`src/rtl/inst_fetch_queue_if.sv`:
```
// ---------------------------------------------------------------------------
// inst_fetch_queue_if
//
// Purpose: bundles the instruction-memory read port, the redirect/stall
// controls and the decode-facing head-of-queue outputs of inst_fetch_queue.
//
// Signals:
//   InstMem_Address  word address of the outstanding read (fetch PC[31:2])
//   InstMem_Read     read request, held with a stable address until Ready
//   InstMem_Ready    read data valid this cycle for the outstanding request
//   InstMem_In       read data
//   Redirect         flush the queue and restart fetch at Redirect_PC
//   Redirect_PC      restart PC, bits [1:0] ignored
//   ID_Stall         decode cannot accept the head this cycle
//   IF_Valid         queue non-empty, head presented
//   IF_Instruction   head instruction word
//   IF_PC            PC of the head instruction
//   Count            queue occupancy
//
// Modports:
//   master  the fetch queue itself
//   slave   the surrounding memory / decode / control environment
// ---------------------------------------------------------------------------
interface inst_fetch_queue_if #(
    parameter int DEPTH = 4
) ();
    localparam int CW = $clog2(DEPTH + 1);

    logic [29:0]   InstMem_Address;
    logic          InstMem_Read;
    logic          InstMem_Ready;
    logic [31:0]   InstMem_In;
    logic          Redirect;
    logic [31:0]   Redirect_PC;
    logic          ID_Stall;
    logic          IF_Valid;
    logic [31:0]   IF_Instruction;
    logic [31:0]   IF_PC;
    logic [CW-1:0] Count;

    modport master (
        output InstMem_Address,
        output InstMem_Read,
        input  InstMem_Ready,
        input  InstMem_In,
        input  Redirect,
        input  Redirect_PC,
        input  ID_Stall,
        output IF_Valid,
        output IF_Instruction,
        output IF_PC,
        output Count
    );

    modport slave (
        input  InstMem_Address,
        input  InstMem_Read,
        output InstMem_Ready,
        output InstMem_In,
        output Redirect,
        output Redirect_PC,
        output ID_Stall,
        input  IF_Valid,
        input  IF_Instruction,
        input  IF_PC,
        input  Count
    );
endinterface

```
`src/rtl/inst_fetch_queue.sv`:
```
// ---------------------------------------------------------------------------
// inst_fetch_queue
//
// Purpose: instruction-fetch stage ahead of decode. Holds the fetch PC,
// issues one outstanding word read at a time to instruction memory, buffers
// returned words with their PCs in a DEPTH-entry FIFO and presents the head
// to decode. Supports decode back-pressure (ID_Stall) and redirect/flush.
//
// Ports:
//   clk          single clock, rising edge
//   rst_n        synchronous active-low reset
//   bus          inst_fetch_queue_if.master (memory port, controls, head)
//   dbg_state_o  fetch FSM state: 0 = IDLE, 1 = REQ, 2 = DRAIN
//
// Handshakes:
//   Memory: a request is open while InstMem_Read is high; address is held
//   stable until a cycle in which InstMem_Ready is sampled high, which
//   completes that request (at most one request is ever open).
//   Decode: the head is transferred on an edge where IF_Valid is high,
//   ID_Stall is low and Redirect is low; otherwise the head holds.
// ---------------------------------------------------------------------------
module inst_fetch_queue #(
    parameter logic [31:0] RESET_PC = 32'hBFC0_0000,
    parameter int          DEPTH    = 4
) (
    input  logic                      clk,
    input  logic                      rst_n,
    inst_fetch_queue_if.master        bus,
    output logic [1:0]                dbg_state_o
);
    localparam int PW = $clog2(DEPTH);
    localparam int CW = $clog2(DEPTH + 1);
    localparam logic [CW-1:0] DEPTH_C = CW'(DEPTH);

    typedef enum logic [1:0] {
        ST_IDLE  = 2'd0,
        ST_REQ   = 2'd1,
        ST_DRAIN = 2'd2
    } state_e;

    state_e        state_q, state_d;
    logic [31:0]   pc_q, pc_d;
    logic [29:0]   drain_addr_q, drain_addr_d;
    logic [PW-1:0] wr_ptr_q, wr_ptr_d;
    logic [PW-1:0] rd_ptr_q, rd_ptr_d;
    logic [CW-1:0] count_q, count_d;

    logic [31:0]   mem_pc_q   [DEPTH];
    logic [31:0]   mem_inst_q [DEPTH];

    logic          valid;
    logic          push;
    logic          pop;
    logic          has_room;
    logic          unused_pc_lsbs;

    // The low two bits of the redirect target are forced to zero.
    assign unused_pc_lsbs = ^bus.Redirect_PC[1:0];

    // -----------------------------------------------------------------------
    // FIFO bookkeeping
    // -----------------------------------------------------------------------
    always_comb begin
        valid    = (count_q != '0);
        push     = (state_q == ST_REQ) && bus.InstMem_Ready && !bus.Redirect;
        pop      = valid && !bus.ID_Stall && !bus.Redirect;
        wr_ptr_d = wr_ptr_q;
        rd_ptr_d = rd_ptr_q;
        count_d  = count_q;
        if (bus.Redirect) begin
            // Flush wins over any concurrent push or pop.
            wr_ptr_d = '0;
            rd_ptr_d = '0;
            count_d  = '0;
        end else begin
            if (push) begin
                wr_ptr_d = wr_ptr_q + PW'(1);
            end
            if (pop) begin
                rd_ptr_d = rd_ptr_q + PW'(1);
            end
            case ({push, pop})
                2'b10:   count_d = count_q + CW'(1);
                2'b01:   count_d = count_q - CW'(1);
                default: count_d = count_q;
            endcase
        end
        // A new request may only open if its word is guaranteed a slot.
        has_room = (count_d < DEPTH_C);
    end

    // -----------------------------------------------------------------------
    // Fetch FSM and PC
    // -----------------------------------------------------------------------
    always_comb begin
        state_d      = state_q;
        pc_d         = pc_q;
        drain_addr_d = drain_addr_q;

        if (bus.Redirect) begin
            pc_d = {bus.Redirect_PC[31:2], 2'b00};
        end else if (push) begin
            pc_d = pc_q + 32'd4;
        end

        case (state_q)
            ST_IDLE: begin
                if (has_room) begin
                    state_d = ST_REQ;
                end
            end
            ST_REQ: begin
                if (bus.Redirect && !bus.InstMem_Ready) begin
                    // The open request cannot be withdrawn: keep its address
                    // on the bus and throw its data away when it arrives.
                    state_d      = ST_DRAIN;
                    drain_addr_d = pc_q[31:2];
                end else if (bus.InstMem_Ready && !bus.Redirect && !has_room) begin
                    state_d = ST_IDLE;
                end
                // Redirect with Ready: data dropped, new request at new PC.
            end
            ST_DRAIN: begin
                if (bus.InstMem_Ready) begin
                    state_d = has_room ? ST_REQ : ST_IDLE;
                end
            end
            default: begin
                state_d = ST_IDLE;
            end
        endcase
    end

    always_ff @(posedge clk) begin
        if (!rst_n) begin
            state_q      <= ST_IDLE;
            pc_q         <= RESET_PC;
            drain_addr_q <= '0;
            wr_ptr_q     <= '0;
            rd_ptr_q     <= '0;
            count_q      <= '0;
        end else begin
            state_q      <= state_d;
            pc_q         <= pc_d;
            drain_addr_q <= drain_addr_d;
            wr_ptr_q     <= wr_ptr_d;
            rd_ptr_q     <= rd_ptr_d;
            count_q      <= count_d;
        end
    end

    // Storage needs no reset: an entry is only visible once written.
    always_ff @(posedge clk) begin
        if (rst_n && push) begin
            mem_pc_q[wr_ptr_q]   <= pc_q;
            mem_inst_q[wr_ptr_q] <= bus.InstMem_In;
        end
    end

    // -----------------------------------------------------------------------
    // Outputs
    // -----------------------------------------------------------------------
    assign bus.InstMem_Read    = (state_q != ST_IDLE);
    assign bus.InstMem_Address = (state_q == ST_DRAIN) ? drain_addr_q : pc_q[31:2];
    assign bus.IF_Valid        = valid;
    // Head is gated to zero while empty so stale entries never leak out.
    assign bus.IF_Instruction  = valid ? mem_inst_q[rd_ptr_q] : 32'd0;
    assign bus.IF_PC           = valid ? mem_pc_q[rd_ptr_q]   : 32'd0;
    assign bus.Count           = count_q;
    assign dbg_state_o         = state_q;

endmodule
```
`src/flat_wrapper.sv`:
```
// flat-port wrapper written by rule: the top's interface ports become plain ports
module inst_fetch_queue_flat 
#(
    parameter logic [31:0] RESET_PC = 32'hBFC0_0000,
    parameter int          DEPTH    = 4
)
  (clk, rst_n, dbg_state_o, bus_InstMem_Address, bus_InstMem_Read, bus_InstMem_Ready, bus_InstMem_In, bus_Redirect, bus_Redirect_PC, bus_ID_Stall, bus_IF_Valid, bus_IF_Instruction, bus_IF_PC, bus_Count);
  inst_fetch_queue_if #(.DEPTH(DEPTH)) bus_i ();
  input  logic clk;
  input  logic rst_n;
  output logic [1:0] dbg_state_o;
  output wire logic [$bits(bus_i.InstMem_Address)-1:0] bus_InstMem_Address;
  output wire logic [$bits(bus_i.InstMem_Read)-1:0] bus_InstMem_Read;
  input wire logic [$bits(bus_i.InstMem_Ready)-1:0] bus_InstMem_Ready;
  input wire logic [$bits(bus_i.InstMem_In)-1:0] bus_InstMem_In;
  input wire logic [$bits(bus_i.Redirect)-1:0] bus_Redirect;
  input wire logic [$bits(bus_i.Redirect_PC)-1:0] bus_Redirect_PC;
  input wire logic [$bits(bus_i.ID_Stall)-1:0] bus_ID_Stall;
  output wire logic [$bits(bus_i.IF_Valid)-1:0] bus_IF_Valid;
  output wire logic [$bits(bus_i.IF_Instruction)-1:0] bus_IF_Instruction;
  output wire logic [$bits(bus_i.IF_PC)-1:0] bus_IF_PC;
  output wire logic [$bits(bus_i.Count)-1:0] bus_Count;
  assign bus_InstMem_Address = bus_i.InstMem_Address;
  assign bus_InstMem_Read = bus_i.InstMem_Read;
  assign bus_i.InstMem_Ready = bus_InstMem_Ready;
  assign bus_i.InstMem_In = bus_InstMem_In;
  assign bus_i.Redirect = bus_Redirect;
  assign bus_i.Redirect_PC = bus_Redirect_PC;
  assign bus_i.ID_Stall = bus_ID_Stall;
  assign bus_IF_Valid = bus_i.IF_Valid;
  assign bus_IF_Instruction = bus_i.IF_Instruction;
  assign bus_IF_PC = bus_i.IF_PC;
  assign bus_Count = bus_i.Count;
  inst_fetch_queue #(.RESET_PC(RESET_PC), .DEPTH(DEPTH)) u_core (.clk(clk), .rst_n(rst_n), .bus(bus_i), .dbg_state_o(dbg_state_o));
endmodule
```
`config.mk`:
```
export PLATFORM = sky130hd
export DESIGN_NAME = inst_fetch_queue_flat
export DESIGN_NICKNAME = d
export VERILOG_FILES = /design/src/rtl/inst_fetch_queue_if.sv /design/src/rtl/inst_fetch_queue.sv /design/src/flat_wrapper.sv
export SDC_FILE = /design/constraint.sdc
export NUM_CORES = 1
export LEC_CHECK = 0
export ABC_AREA = 0
export ABC_CLOCK_PERIOD_IN_PS = 5600
export BUFFER_PORTS_ARGS = -buffer_cell sky130_fd_sc_hd__buf_2
export CAP_MARGIN = 20
export CORE_MARGIN = 3
export CORE_UTILIZATION = 39
export DETAILED_ROUTE_END_ITERATION = 8
export HOLD_SLACK_MARGIN = 0.1
export PLACE_DENSITY_LB_ADDON = 0.25
export SETUP_SLACK_MARGIN = 0.3
export SYNTH_ARGS = -nofsm -noshare
export SYNTH_HDL_FRONTEND = slang
export SYNTH_SLANG_ARGS = --single-unit
```
`constraint.sdc`:
```
create_clock -name clk -period 5.6 [get_ports clk]
set_input_delay 0.84 -clock clk [delete_from_list [all_inputs] [get_ports clk]]
set_output_delay 0.84 -clock clk [all_outputs]
set_load 0.05 [all_outputs]
```
==> flow_metrics.env, run 1 <==
export IMPL_outcome="completed"
export IMPL_post_route_util_pct=47.3
export IMPL_via_per_inst=5.22
export IMPL_clock_latency_ns=0.51
export IMPL_rsz0062_at_grt="no"
export IMPL_wl_per_cell_um=19.8
export IMPL_cts_resized=0
export IMPL_area_delta_synth_final_pct=18.3
export IMPL_io_pins=170
export IMPL_period_share_pct=64.1
export IMPL_cts_root_buf="clkbuf_16"
export IMPL_vdd_drop_max_uv=226
export IMPL_clock_skew_ns=0.0140
export IMPL_die_height_um=190
export IMPL_synth_area_top_cells="edfxtp_1 (56%), dfxtp_1 (11%), mux4_2 (11%)"
export IMPL_switchingPower_mw=1.15
export IMPL_synth_edf_count=248
export IMPL_combPwrFrac_pct=5.8
export IMPL_cp_end_kind="primary output"
export IMPL_place_hpwl_mm=17.4
export IMPL_total_leakage_power_nw=5.34
export IMPL_via_count=7726
export IMPL_setup_viol=0
export IMPL_ys_warn_count=0
export IMPL_grt_pass1_vias=7780
export IMPL_cap_violations=0
export IMPL_ys_flop_type="edfxtp_1"
export IMPL_cp_slowest_cell="dfxtp_4"
export IMPL_clock_fmax_ghz=0.279
export IMPL_drt_iter0_drc=423
export IMPL_die_w_um=190
export IMPL_antenna_found_initial=0
export IMPL_intPower_mw=4.06
export IMPL_setup_tns_final_ns=0
export IMPL_min_path_type="register to register"
export IMPL_yosys_area_top_type_share_pct=56.5
export IMPL_drcViolationCount=0
export IMPL_core_mm2=0.0329
export IMPL_layout_nets=1087
export IMPL_synth_most_common_cell="edfxtp_1"
export IMPL_tightestPinTransition_ns=1.03
export IMPL_drtAntennaViolNets=0
export IMPL_required_ns=4.76
export IMPL_power_frac_seq_pct=50.7
export IMPL_start_kind="register"
export IMPL_h_tree_depth=2
export IMPL_finalHoldViolations=0
export IMPL_cp_max_fo=29
export IMPL_cts_sinks=319
export IMPL_powerDensity_mw_per_mm2=334
export IMPL_cts_setup_buffers=0
export IMPL_swShare_pct=22.1
export IMPL_grt_pass1_wl_mm=45.5
export IMPL_grt_use_total_pct=16.2
export IMPL_postSynthAreaPerCell_um2=15.4
export IMPL_crit_chain="buf_4, mux4_2, nor2b_1, buf_2"
export IMPL_p_clk_share_pct=43.4
export IMPL_ys_async_sr_fraction_pct=0
export IMPL_yosys_area_top_type="edfxtp_1"
export IMPL_clock_path_buffers=3
export IMPL_finalWorstPathRequiredPeriod_ns=3.59
export IMPL_syn_area_mm2=0.0132
export IMPL_grt_max_degree=69
export IMPL_ctsHoldBuffers=0
export IMPL_ys_seq_area_share_pct=67.2
export IMPL_cp_num_buf_inv=2
export IMPL_io_buffers=165
export IMPL_place_inst=1413
export IMPL_worstPathArrival_ns=2.75
export IMPL_synth_commonest_cells="edfxtp_1 (248), nand2_1 (82), dfxtp_1 (71)"
export IMPL_wl_mm=29.3
export IMPL_num_antenna_cells=0
export IMPL_clk_pin_slew_ns=0.06
export IMPL_critPathMaxStageDelay_ns=0.77
export IMPL_die_area_mm2=0.0361
export IMPL_timing_final_max_slew_violations=0
export IMPL_numCtsBuffers=37
export IMPL_ys_seq_elements=319
export IMPL_start_util_pct=40.0
export IMPL_layout_drive_gt1_share_pct=31.4
export IMPL_crit_family="flip-flops"
export IMPL_firstDrtPassIters=5
export IMPL_yosysUniqueCellTypes=55
export IMPL_max_slew_margin_rel_pct=31.3
export IMPL_row_count=66
export IMPL_gp_congestion=0.769
export IMPL_synthCells=854
export IMPL_cts_tree="yes"
export IMPL_critPathKind="register to primary output"
export IMPL_fin_cells=1479
export IMPL_grt_ovfl_total=0
[placed cells by master, fill, tap and decap left out, types with 5 or more instances in the layout]
| master | Yosys | routed |
|---|---|---|
| a21boi_0 | 30 | 30 |
| a21oi_1 | 11 | 11 |
| a31oi_1 | 8 | 8 |
| and3_1 | 9 | 5 |
| and4_1 | 8 | 8 |
| buf_2 | 9 | 165 |
| buf_4 | 2 | 8 |
| clkbuf_1 | 41 | 11 |
| clkbuf_16 | 0 | 39 |
| clkinv_1 | 1 | 6 |
| clkinv_2 | 0 | 5 |
| dfxtp_1 | 71 | 69 |
| edfxtp_1 | 248 | 248 |
| ha_1 | 6 | 6 |
| inv_1 | 9 | 9 |
| mux2_2 | 30 | 30 |
| mux4_2 | 62 | 62 |
| nand2_1 | 82 | 82 |
| nand2b_1 | 8 | 8 |
| nand3_1 | 16 | 16 |
| nand4_1 | 10 | 10 |
| nor2_1 | 15 | 15 |
| nor2b_1 | 65 | 65 |
| nor3_1 | 10 | 9 |
| nor4_1 | 6 | 6 |
| o211a_1 | 5 | 5 |
| o21ai_0 | 18 | 18 |
| o311a_1 | 5 | 5 |
| o31ai_1 | 5 | 5 |
| or3_1 | 6 | 6 |
| or4_1 | 7 | 7 |
| xnor2_1 | 10 | 10 |
[state kept, by name, summed over array words and instances (netlist names), named ones only]
signal,count
u_core.drain_addr_q,30
u_core.mem_pc_q,120
u_core.dbg_state_o,2
u_core.mem_inst_q,128
u_core.rd_ptr_q,2
u_core.wr_ptr_q,2
u_core.pc_q,30
u_core.bus.Count,3
[per-layer routing]
metal,vias up,global-route usage (%),routed length (µm),part of all wire [%]
met5,-,0,0,0
met4,0,4.04,601,2.1
met3,47,3.65,1830,6.2
met2,228,25.8,13700,47
met1,3840,22.9,13200,45
li1,3611,-,-,-
[cell type report]
cell class / instances / area [µm²]
clock buffers: 51 / 1030
flip-flops and latches: 319 / 8880
multi-input cells: 469 / 4070
well taps: 442 / 553
inverters: 10 / 37.5
repair buffers: 174 / 913
clock inverters: 14 / 121
fillers: 2891 / 17300
[cells by family after synthesis]
logic type      synth area share, %
flops                          67.2
simple gates                   10.4
compound gates                 5.47
mux                            13.2
buf+inv                        2.12
xor+xnor                      0.797
fa+ha+maj                     0.721
other cells                  0.0284
[worst paths after layout]
path	to	depth (start not counted)	slack [ns]	from
setup / recovery	bus_IF_Instruction[2]	4	2.01	register
hold / removal	u_core.drain_addr_q[20]$_SDFFE_PN0P_	2	0.46	u_core.drain_addr_q[20]$_SDFFE_PN0P_
hold reg to reg	u_core.drain_addr_q[20]$_SDFFE_PN0P_	2	0.46	u_core.drain_addr_q[20]$_SDFFE_PN0P_
setup reg to reg	u_core.dbg_state_o[0]$_SDFFE_PN0P_	9	2.88	u_core.bus.Count[1]$_SDFFE_PP0N_
[through the flow]
step | hold WS, ns | setup slack (ns) | cell area [µm²] | total power [mW]
finish | 0.462 | 2.01 | 15600 | 5.22
global route | 0.483 | 1.78 | 15600 | 5.42
CTS | 0.466 | 1.88 | 15600 | 5.29
detailed placement | 0.459 | 2.31 | 14400 | 3.00
global placement | 0.448 | 2.30 | 14400 | 2.99
floorplan | 0.441 | 2.29 | 13200 | 2.89
[worst min-delay path, delay by kind of cell, from the launching register on]
family | cells | cell delay (ns)
compound gates | 1 | 0.06
simple gates | 1 | 0.04
flops | 1 | 0.30
[power by group through the flow]
stage | Clock (mW) | Combinational (mW) | Sequential (mW)
6_report | 2.27 | 0.303 | 2.65
4_1_cts | 2.34 | 0.305 | 2.65
2_1_floorplan | 0 | 0.218 | 2.67
5_1_grt | 2.44 | 0.327 | 2.65
3_5_place_dp | 0 | 0.304 | 2.70
3_3_place_gp | 0 | 0.301 | 2.69
Note: power is estimated with default switching activity, not from simulation.
==> inputs of run 2 (changes only) <==
- ABC_AREA: 0 -> 1
- ABC_CLOCK_PERIOD_IN_PS: 5600 -> 3000
- clock period: 5.6 -> 3 ns (I/O delays scaled with it)
==> run 2 against run 1 <==
Effect of this change:
- area after synthesis is 2.6% higher
- non-clock buffer count is 17 higher
- flip-flop and latch count stayed put
- synthesized cell count is 59% higher
- final area is 3.7% higher
- utilization is 0.40 points higher
- sequential share of layout area is 2.0 points lower
- clock-buffer cell count is 6 lower
- total power is 89% higher
- critical path type unchanged
- largest power group unchanged
==> flow_metrics.env, run 2 <==
export IMPL_via_per_inst=5.03
export IMPL_outcome="completed"
export IMPL_area_delta_synth_final_pct=19.6
export IMPL_row_count=67
export IMPL_period_share_pct=85.5
export IMPL_r2r_start="u_core.dbg_state_o[0]$_SDFFE_PN0P_"
export IMPL_gp_congestion=0.851
export IMPL_min_path_type="input pin to register"
export IMPL_finalWorstPathRequiredPeriod_ns=2.57
export IMPL_reg_largest_list="u_core.mem_inst_q: 128 flops, u_core.mem_pc_q: 120 flops"
export IMPL_intPower_mw=7.58
export IMPL_numCtsBuffers=36
export IMPL_syn_area_mm2=0.0135
export IMPL_drtAntennaViolNets=0
export IMPL_r2r_slack_ns=0.60
export IMPL_clk_pin_slew_ns=0.06
export IMPL_postSynthAreaPerCell_um2=9.97
export IMPL_clock_path_buffers=3
export IMPL_yosys_area_top_type="edfxtp_1"
export IMPL_powerDensity_mw_per_mm2=610
export IMPL_ys_seq_elements=319
export IMPL_rsz0062_at_grt="yes"
export IMPL_cap_violations=0
export IMPL_finalHoldViolations=0
export IMPL_post_route_util_pct=47.8
export IMPL_antenna_found_initial=1
export IMPL_ys_seq_area_share_pct=65.6
export IMPL_critPathKind="register to primary output"
export IMPL_cts_root_buf="clkbuf_16"
export IMPL_setup_tns_final_ns=0
export IMPL_muxShareOfSynthArea_pct=0
export IMPL_ys_async_sr_fraction_pct=0
export IMPL_swShare_pct=23.1
export IMPL_grt_max_degree=65
export IMPL_ys_flop_type="edfxtp_1"
export IMPL_setup_viol=0
export IMPL_wl_per_cell_um=17.0
export IMPL_max_slew_margin_rel_pct=50.2
export IMPL_synth_area_top_cells="edfxtp_1 (55%), dfxtp_1 (11%), nor2_1 (8.2%)"
export IMPL_clock_skew_ns=0.0248
export IMPL_worstPathArrival_ns=2.12
export IMPL_min_to="u_core.mem_inst_q[2][4]$_DFFE_PP_"
export IMPL_synthSimpleGateAreaFrac_pct=15.3
export IMPL_start_kind="register"
export IMPL_via_count=10000
export IMPL_critPathMaxStageDelay_ns=0.49
export IMPL_die_w_um=192
export IMPL_ys_warn_count=0
export IMPL_h_tree_depth=2
export IMPL_grt_pass1_wl_mm=51.2
export IMPL_firstDrtPassIters=4
export IMPL_grt_use_total_pct=17.8
export IMPL_total_leakage_power_nw=6.14
export IMPL_synthCells=1356
export IMPL_synth_most_common_cell="nor2_1"
export IMPL_drcViolationCount=0
export IMPL_layout_nets=1588
export IMPL_die_area_mm2=0.0370
export IMPL_largest_reg_flops=128
export IMPL_yosys_area_top_type_share_pct=55.1
export IMPL_cp_max_fo=36
export IMPL_yosysUniqueCellTypes=31
export IMPL_vdd_drop_max_uv=343
export IMPL_synth_commonest_cells="nor2_1 (296), edfxtp_1 (248), o21ai_0 (206)"
export IMPL_crit_chain="buf_6, nor2_1, nor2_1, o21ai_0, a21oi_1, buf_2"
export IMPL_synth_compound_area_share_pct=13.1
export IMPL_finalPower_mw=9.87
export IMPL_die_height_um=192
export IMPL_power_frac_seq_pct=49.9
export IMPL_synth_edf_count=248
export IMPL_final_common_cell="nor2_1"
export IMPL_clock_fmax_ghz=0.390
export IMPL_grt_pass1_vias=9371
export IMPL_grt_ovfl_total=0
export IMPL_layout_drive_gt1_share_pct=17.8
export IMPL_cp_end_kind="primary output"
export IMPL_min_delay_start="bus_InstMem_In[4]"
export IMPL_rr_worst_depth=11
export IMPL_final_cell_mix="nor2_1 (291), edfxtp_1 (248), o21ai_0 (206)"
export IMPL_drt_iter0_drc=674
export IMPL_synth_adder_area_share_pct=0.703
export IMPL_switchingPower_mw=2.28
export IMPL_fin_cells=1987
export IMPL_cts_sinks=319
export IMPL_rr_endpoint="u_core.dbg_state_o[0]$_SDFFE_PN0P_"
export IMPL_cp_slowest_cell="dfxtp_4"
export IMPL_timing_final_max_slew_violations=0
export IMPL_required_ns=2.55
export IMPL_start_util_pct=39.9
export IMPL_p_clk_share_pct=43.9
export IMPL_synth_xor_area_share_pct=0.583
export IMPL_clock_latency_ns=0.53
export IMPL_place_hpwl_mm=21.0
export IMPL_regMostFlops="u_core.mem_inst_q"
export IMPL_io_pins=170
export IMPL_tightestPinTransition_ns=0.747
export IMPL_ctsHoldBuffers=0
export IMPL_io_buffers=165
export IMPL_place_inst=1920
export IMPL_wl_mm=33.7
export IMPL_synth_top_family_by_area="simple AND/OR/NAND/NOR gates"
export IMPL_cts_tree="yes"
export IMPL_core_mm2=0.0339
export IMPL_cp_common_cell="nor2_1"
export IMPL_whs_path_depth=1
export IMPL_combPwrFrac_pct=6.2
[run 2: changes by cell type after synthesis, moves of 9 or more]
cell / change
inv_1: +65
nor2b_1: -65
o21ai_0: +188
o21ai_1: +12
xnor2_1: -10
nor2_1: +281
and3_1: -9
nand2_1: +86
mux2_2: -30
a21oi_1: +113
mux4_2: -62
buf_2: +19
a21boi_0: -30
[run 2: metrics by stage]
stage / setup slack (ns) / hold slack, ns / area (µm²)
after floorplan: -0.302 / 0.430 / 13500
after global placement: 0.625 / 0.446 / 15000
after detailed placement: 0.577 / 0.451 / 15000
after CTS: 0.261 / 0.100 / 16100
after global routing: 0.270 / 0.115 / 16200
final: 0.434 / 0.134 / 16200
[run 2: cell families (layout without fill, tap and decap cells)]
kind of cell,after synthesis,after routing
fa+ha+maj,7,7
xor+xnor,9,9
buf+inv,154,334
other cells,1,3
simple gates,516,517
compound gates,350,350
flops,319,319
[run 2: power groups by stage]
stage                     clock network (mW)  logic (mW)  registers [mW]
final                                   4.33       0.607            4.93
after global routing                    4.58       0.665            4.94
after CTS                               4.43       0.609            4.92
after detailed placement                   0       0.605            5.02
after global placement                     0       0.597            5.01
after floorplan                            0       0.406            4.99
[run 2: layer usage]
metal  track usage [%]  vias up  wire [µm]
li1                  -     4940          -
met1              24.5     4705      15300
met2              29.3      296      15600
met3              3.01       61       1970
met4              4.85        2        760
met5                 0        -         13
[run 2: worst max path at each step]
stage,endpoint,cells after the start
after floorplan,u_core.mem_inst_q[0][0]$_DFFE_PP_,6
after global placement,u_core.mem_inst_q[3][8]$_DFFE_PP_,7
after detailed placement,u_core.dbg_state_o[0]$_SDFFE_PN0P_,11
after CTS,bus_IF_PC[9],6
after global routing,bus_IF_PC[10],6
final,bus_IF_Instruction[25],6
[run 2: layout make-up]
type                       instances  area, µm²
inverter                          79        299
sequential                       319       8870
timing repair buffer             191       1200
fill                            3143      17700
clock buffer                      45        935
antenna                            1       2.50
clock inverter                    19        233
multi-input combinational        885       4070
tap                              448        561
[run 2: repair_timing]
item / in CTS / in global routing
resized for setup: 2 / 9
endpoints found under the setup margin: 3 / 52
setup buffers: 0 / 1
gates cloned: 0 / 1
pin swaps: 0 / 1
[run 2: critical path, delay by kind of cell, from the launching register on]
| family | cells | cell delay (ns) |
|---|---|---|
| buf+inv | 2 | 0.62 |
| flops | 1 | 0.49 |
| compound gates | 2 | 0.32 |
| simple gates | 2 | 0.18 |
